## src/rtl/lsu_pkg.sv

```systemverilog
// Shared definitions for the load/store unit: size encodings, FSM states,
// byte-mask constants and the alignment predicate.
package lsu_pkg;

    localparam logic [1:0] SIZE_B = 2'b00;
    localparam logic [1:0] SIZE_H = 2'b01;
    localparam logic [1:0] SIZE_W = 2'b10;

    localparam logic [3:0] MASK_B = 4'b0001;
    localparam logic [3:0] MASK_H = 4'b0011;
    localparam logic [3:0] MASK_W = 4'b1111;

    typedef enum logic [1:0] {
        ST_IDLE = 2'd0,
        ST_REQ  = 2'd1,
        ST_WAIT = 2'd2,
        ST_DONE = 2'd3
    } lsu_state_e;

    // Size 2'b11 behaves as a word access everywhere.
    function automatic logic is_misaligned(input logic [1:0] size, input logic [1:0] lo);
        logic mis;
        case (size)
            SIZE_B:  mis = 1'b0;
            SIZE_H:  mis = lo[0];
            default: mis = |lo;
        endcase
        return mis;
    endfunction

endpackage

```

## src/rtl/lsu_align.sv

```systemverilog
// Combinational lane logic: byte enables, store-lane replication and
// load lane extraction with sign/zero extension.
module lsu_align
    import lsu_pkg::*;
(
    input  logic [1:0]  size,
    input  logic        is_unsigned,
    input  logic [1:0]  addr_lo,
    input  logic [31:0] wdata,
    input  logic [31:0] rdata,
    output logic [3:0]  mask,
    output logic [31:0] wdata_lanes,
    output logic [31:0] load_data
);

    logic [7:0]  byte_sel;
    logic [15:0] half_sel;

    always_comb begin
        case (addr_lo)
            2'd0:    byte_sel = rdata[7:0];
            2'd1:    byte_sel = rdata[15:8];
            2'd2:    byte_sel = rdata[23:16];
            default: byte_sel = rdata[31:24];
        endcase
        // Halfword lane follows a[1] only, so a misaligned half truncates.
        half_sel = addr_lo[1] ? rdata[31:16] : rdata[15:0];
    end

    always_comb begin
        mask        = MASK_W;
        wdata_lanes = wdata;
        load_data   = rdata;
        case (size)
            SIZE_B: begin
                mask        = MASK_B << addr_lo;
                wdata_lanes = {4{wdata[7:0]}};
                load_data   = is_unsigned ? {24'h0, byte_sel} : {{24{byte_sel[7]}}, byte_sel};
            end
            SIZE_H: begin
                mask        = MASK_H << {addr_lo[1], 1'b0};
                wdata_lanes = {2{wdata[15:0]}};
                load_data   = is_unsigned ? {16'h0, half_sel} : {{16{half_sel[15]}}, half_sel};
            end
            default: begin
                mask        = MASK_W;
                wdata_lanes = wdata;
                load_data   = rdata;
            end
        endcase
    end

endmodule

```

## src/rtl/load_store_unit.sv

```systemverilog
// Multi-cycle RV32I load/store unit between execute and the data-memory port.
// Define LSU_MISALIGN_TRAP_EN to trap misaligned ops instead of truncating them.
//
// Handshakes: an op is accepted when i_valid && o_ready; a memory request is
// taken when o_dmem_req && i_dmem_ready, and its fields hold until then;
// i_dmem_valid is honoured only while waiting for read data.
module load_store_unit
    import lsu_pkg::*;
#(
    parameter int ADDR_W = 32
) (
    input  logic              i_clk,
    input  logic              i_rst_n,
    input  logic              i_valid,
    output logic              o_ready,
    input  logic              i_is_load,
    input  logic              i_mem_wen,
    input  logic [1:0]        i_size,
    input  logic              i_unsigned,
    input  logic [ADDR_W-1:0] i_addr,
    input  logic [31:0]       i_wdata,
    input  logic [4:0]        i_rd,
    output logic              o_dmem_req,
    input  logic              i_dmem_ready,
    output logic              o_dmem_wen,
    output logic [ADDR_W-1:0] o_dmem_addr,
    output logic [3:0]        o_dmem_mask,
    output logic [31:0]       o_dmem_wdata,
    input  logic              i_dmem_valid,
    input  logic [31:0]       i_dmem_rdata,
    output logic              o_done,
    output logic [31:0]       o_rdata,
    output logic [4:0]        o_rd,
    output logic [1:0]        o_state
`ifdef LSU_MISALIGN_TRAP_EN
    ,
    output logic              o_misaligned
`endif
);

    lsu_state_e        state_q, state_d;
    logic              is_store_q;
    logic [1:0]        size_q;
    logic              unsigned_q;
    logic [ADDR_W-1:0] addr_q;
    logic [31:0]       wdata_q;
    logic [4:0]        rd_q;
    logic [31:0]       rdata_q;
    logic              accept;
    logic              req_active;
    logic [3:0]        lane_mask;
    logic [31:0]       lane_wdata;
    logic [31:0]       load_data;

    // An op with neither load nor store set is not accepted.
    assign accept = i_valid && (state_q == ST_IDLE) && (i_is_load || i_mem_wen);

    lsu_align u_align (
        .size        (size_q),
        .is_unsigned (unsigned_q),
        .addr_lo     (addr_q[1:0]),
        .wdata       (wdata_q),
        .rdata       (i_dmem_rdata),
        .mask        (lane_mask),
        .wdata_lanes (lane_wdata),
        .load_data   (load_data)
    );

`ifdef LSU_MISALIGN_TRAP_EN
    logic misalign_q;
    logic misalign_in;

    assign misalign_in = is_misaligned(i_size, i_addr[1:0]);

    always_ff @(posedge i_clk or negedge i_rst_n) begin
        if (!i_rst_n) begin
            misalign_q <= 1'b0;
        end else if (accept) begin
            misalign_q <= misalign_in;
        end
    end

    assign o_misaligned = (state_q == ST_DONE) && misalign_q;
`endif

    always_comb begin
        state_d = state_q;
        case (state_q)
            ST_IDLE: begin
                if (accept) begin
`ifdef LSU_MISALIGN_TRAP_EN
                    state_d = misalign_in ? ST_DONE : ST_REQ;
`else
                    state_d = ST_REQ;
`endif
                end
            end
            ST_REQ: begin
                if (i_dmem_ready) begin
                    state_d = is_store_q ? ST_DONE : ST_WAIT;
                end
            end
            ST_WAIT: begin
                if (i_dmem_valid) begin
                    state_d = ST_DONE;
                end
            end
            default: state_d = ST_IDLE;
        endcase
    end

    always_ff @(posedge i_clk or negedge i_rst_n) begin
        if (!i_rst_n) begin
            state_q <= ST_IDLE;
        end else begin
            state_q <= state_d;
        end
    end

    always_ff @(posedge i_clk or negedge i_rst_n) begin
        if (!i_rst_n) begin
            is_store_q <= 1'b0;
            size_q     <= SIZE_B;
            unsigned_q <= 1'b0;
            addr_q     <= '0;
            wdata_q    <= '0;
            rd_q       <= '0;
            rdata_q    <= '0;
        end else if (accept) begin
            // Stores report rd=0 and rdata=0; a trapped load keeps rdata=0.
            is_store_q <= i_mem_wen;
            size_q     <= i_size;
            unsigned_q <= i_unsigned;
            addr_q     <= i_addr;
            wdata_q    <= i_wdata;
            rd_q       <= i_mem_wen ? 5'd0 : i_rd;
            rdata_q    <= '0;
        end else if ((state_q == ST_WAIT) && i_dmem_valid) begin
            rdata_q <= load_data;
        end
    end

    assign req_active   = (state_q == ST_REQ);
    assign o_ready      = (state_q == ST_IDLE);
    assign o_dmem_req   = req_active;
    assign o_dmem_wen   = req_active && is_store_q;
    assign o_dmem_addr  = req_active ? {addr_q[ADDR_W-1:2], 2'b00} : '0;
    assign o_dmem_mask  = req_active ? lane_mask : 4'b0000;
    assign o_dmem_wdata = (req_active && is_store_q) ? lane_wdata : 32'h0;
    assign o_done       = (state_q == ST_DONE);
    assign o_rdata      = rdata_q;
    assign o_rd         = rd_q;
    assign o_state      = state_q;

endmodule

```

## config.mk

```make
export PLATFORM = sky130hd
export DESIGN_NAME = load_store_unit
export DESIGN_NICKNAME = d
export VERILOG_FILES = /design/src/rtl/lsu_pkg.sv /design/src/rtl/lsu_align.sv /design/src/rtl/load_store_unit.sv
export SDC_FILE = /design/constraint.sdc
export NUM_CORES = 1
export LEC_CHECK = 0
export ABC_AREA = 0
export BUFFER_PORTS_ARGS = -buffer_cell sky130_fd_sc_hd__buf_2
export CAP_MARGIN = 25
export CORE_ASPECT_RATIO = 0.7
export CORE_MARGIN = 4
export CORE_UTILIZATION = 48
export CTS_BUF_LIST = sky130_fd_sc_hd__clkbuf_8 sky130_fd_sc_hd__clkbuf_16
export CTS_CLUSTER_SIZE = 28
export DETAILED_ROUTE_END_ITERATION = 7
export PLACE_DENSITY_LB_ADDON = 0.15
export REMOVE_ABC_BUFFERS = 1
export SYNTH_ARGS = -nofsm -noshare
export SYNTH_HDL_FRONTEND = slang
export SYNTH_SLANG_ARGS = --single-unit
```

## constraint.sdc

```tcl
create_clock -name i_clk -period 2.1 [get_ports i_clk]
set_input_delay 0.21 -clock i_clk [delete_from_list [all_inputs] [get_ports i_clk]]
set_output_delay 0.21 -clock i_clk [all_outputs]
set_load 0.01 [all_outputs]
```

==> summary.md <==
| Metric | Value |
|---|---|
| Status | `finished, final reports clean` |
| Die width | `133 um` |
| DR pass1 iterations | `4` |
| Initial DRC Count | `226` |
| Peak supply drop | `0.746 mV` |
| Clock Tree Buf Depth | `2` |
| Sink Count | `~110` |
| Data arrival, critical path | `2.24 ns` |
| Number of max-cap violations | `0` |
| Worst setup SP type | `flip-flop` |
| Post-synth ARST share | `100%` |
| Worst EP required | `2.33 ns` |
| Ports | `about 220` |
| Congestion Overflow GR | `0` |
| Clock Skew | `0.00734 ns` |
| FF+latch area | `about 0.0027 mm2` |
| Area growth syn-to-layout | `32.5%` |
| Inserted Diodes | `0` |
| Area of the multi-input gates | `0.00242 mm2` |
| CTS tree | `done` |
| R2R Path Start | `o_state[0]$_DFFE_PN0P_` |
| Hold Path Cell Cnt | `2` |
| Clock Latency Late Sink | `0.34 ns` |
| Top cells by count, synth | `dfrtp_1 (107), mux2_2 (76), nand2_1 (39), nor2_1 (31), and2_1 (30)` |
| Critical R2R Capture | `wdata_q[24]$_DFFE_PN0P_` |
| Vias in the first global route | `~4,500` |
| Sequential-to-total area share from yosys stat | `50.8%` |
| Tot Pwr | `approximately 10 mW` |
| Setup CP Type | `reg2reg` |
| Dpl cell area | `0.00662 mm2` |
| Synth Warn # | `0` |
| Starting Density | `between 50% and 60%` |
| Die ar. | `0.0127 mm2` |
| Cells after Synth | `470` |
| Chip height | `95.6 um` |
| Slew @ Worst Pin | `0.543 ns` |
| Crit. End Element | `flip-flop` |
| R2R Setup Slk | `roughly 0.090 ns` |
| Largest net degree at the start of global routing | `78` |
| CTS Buf Count | `9` |
| Static Leak | `~3.7 nW` |
| Core area | `0.0105 mm2` |
| Share of layout cells above drive strength 1 | `51.5%` |
| Via density | `5.32` |
| Gr usage total | `23.7%` |
| Most common cell in the netlist | `dfrtp_1` |
| Worst r2r path cells | `6` |
| Post-Route Utilization | `66.4%` |
| Total wire length | `15.1 mm` |
| Hold Crit Start | `i_addr[20]` |
| Main synth FF type | `dfrtp_1` |
| Final nets | `803` |
| First-pass GRT wire length | `23.7 mm` |
| Final setup violation count | `0` |
| Pwr Density | `1500 mW/mm2` |
| Mapped cell area | `0.00527 mm2` |
| Final HPWL DP | `11.0 mm` |
| Number of H-tree levels | `3` |
| Number of library cell types mapped by synthesis | `39` |
| Cell taking the most area after synthesis | `dfrtp_1` |
| Area share of the largest cell type after synthesis | `50.8%` |
| FILL cells | `between 800 and 900` |
| Tcrit/Tclk final | `95.7%` |
| RSZ-0062 raised after global routing | `no` |
| CTS root buf | `clkbuf_16` |
| Synth Area per Inst | `approximately 11 um2` |
| IO Port Bufs | `~220` |
| Slew HR | `between 60% and 70%` |
| Initial antenna violation count | `1` |
| Post-synth EDFFs | `0` |
| Post-DRT Antenna Nets | `0` |
| FMAX | `approximately 500 MHz` |
| Number of core rows | `31` |
| Final Cell Area | `0.00698 mm2` |
| FF+latch count, synth | `approximately 110` |
| Post-Place Worst Slack | `-0.177 ns` |
| Min Tclk post-route | `2.01 ns` |
| Max-slew violations | `0` |
| Total number of vias | `4,471` |
| Routability-driven placement congestion ratio | `between 0.9 and 1` |
| DRC | `0` |
| Critical Path Fanout Max | `77` |
| Worst-path clk slew | `0.07 ns` |
| Hold Path Class | `in2reg` |
| PnR worst setup slack | `0.0904 ns` |
| Hold Fails Final Rpt | `0` |
| Wirelength per Cell | `18.0 um` |
| Main area contributors after synthesis | `dfrtp_1 (51%), mux2_2 (16%), and2_1 (3.6%), mux2i_1 (3.0%), nand2_1 (2.8%)` |
| Worst Hold Path EP | `addr_q[20]$_DFFE_PN0P_` |
| Setup TNS | `0 ns` |
-- placed cells by master, fill, tap and decap left out, types with 2 or more instances in the layout --
cell type	count
buf_2	218
dfrtp_1	105
mux2_2	76
nand2_1	38
and2_1	30
nor2_1	29
a21oi_1	27
mux2i_1	16
buf_4	16
inv_1	15
a221o_1	14
a221o_2	10
o21ai_0	9
clkbuf_16	9
and3_1	8
a221oi_1	8
a21o_1	8
nand2b_1	7
nand4_1	7
buf_12	5
ha_1	3
nand2_2	2
nor2_2	2
nor2b_1	2
conb_1	2
clkinv_2	2
buf_6	2
dfrtp_2	2
-- worst max path at each step --
stage	from	endpoint	slack, ns	cells past startpoint
after floorplan	i_is_load	o_rdata[21]$_DFFE_PN0P_	-1.91	3
after global placement	o_state[0]$_DFFE_PN0P_	o_rdata[23]$_DFFE_PN0P_	-0.02	6
after detailed placement	o_state[0]$_DFFE_PN0P_	o_rdata[27]$_DFFE_PN0P_	-0.18	6
after CTS	o_state[1]$_DFFE_PN0P_	o_dmem_wdata[11]	0.009	6
after global routing	o_state[0]$_DFFE_PN0P_	wdata_q[19]$_DFFE_PN0P_	0.03	6
final	o_state[0]$_DFFE_PN0P_	wdata_q[24]$_DFFE_PN0P_	0.09	6
-- per-layer routing --
layer | routed length (um) | vias to the layer above | track usage (%)
met5 | 18 | - | 0
met4 | 174 | 2 | 5.57
met3 | 1200 | 15 | 7.44
li1 | - | 2089 | -
met2 | 7070 | 173 | 38.1
met1 | 6640 | 2192 | 31.9
-- metrics by stage --
| step | instances | hold WS (ns) |
|---|---|---|
| detailed placement | 823 | 0.200 |
| floorplan | 435 | -0.0856 |
| global route | 841 | 0.0822 |
| global placement | 823 | 0.198 |
| CTS | 841 | 0.0825 |
| finish | 841 | 0.0953 |
-- report_power, final --
group | internal (mW) | switching [mW] | total (mW)
sequential | 3.09 | 0.668 | 3.76
combinational | 2.43 | 2.61 | 5.04
clock | 0.923 | 0.761 | 1.68
-- critical path, cell delays in order (launching register included) --
cell and delay [ns]:
dfrtp_1 0.46, inv_1 0.12, ha_1 0.26, o211ai_4 0.11, buf_4 0.17, buf_12 0.34, mux2_2 0.39
-- registers in the layout, indices dropped and copies added, names as in the netlist --
register    cells
size_q          2
o_rd            5
wdata_q        32
addr_q         32
unsigned_q      1
o_rdata        32
is_store_q      1
o_state         2
-- cell families (layout without fill, tap and decap cells) --
logic type	after synthesis	in the layout	synth area share (%)
AO/OA/AOI/OAI	83	83	12.2
adder cells (fa/ha/maj)	4	4	0.950
buffers and inverters	52	274	4.04
flip-flops	107	107	50.8
multiplexers	93	93	19.7
other	1	2	0.0712
AND/OR/NAND/NOR	130	130	12.2
-- repair_timing --
item	in CTS	in global routing
gates resized for setup	4	6
endpoints found under the hold margin	33	0
cloned	0	0
hold buffers	1	0
buffers inserted	1	0
endpoints found under the setup margin	75	64
pin swaps	1	0
-- cell type report --
class / instances / area share (%)
sequential: 107 / 38.4
clock buffer: 9 / 3.23
inverter: 16 / 0.860
multi-input combinational: 312 / 34.6
tap: 148 / 2.65
timing repair buffer: 242 / 19.3
clock inverter: 7 / 0.986
No activity file was read; power rests on OpenSTA's default activity.
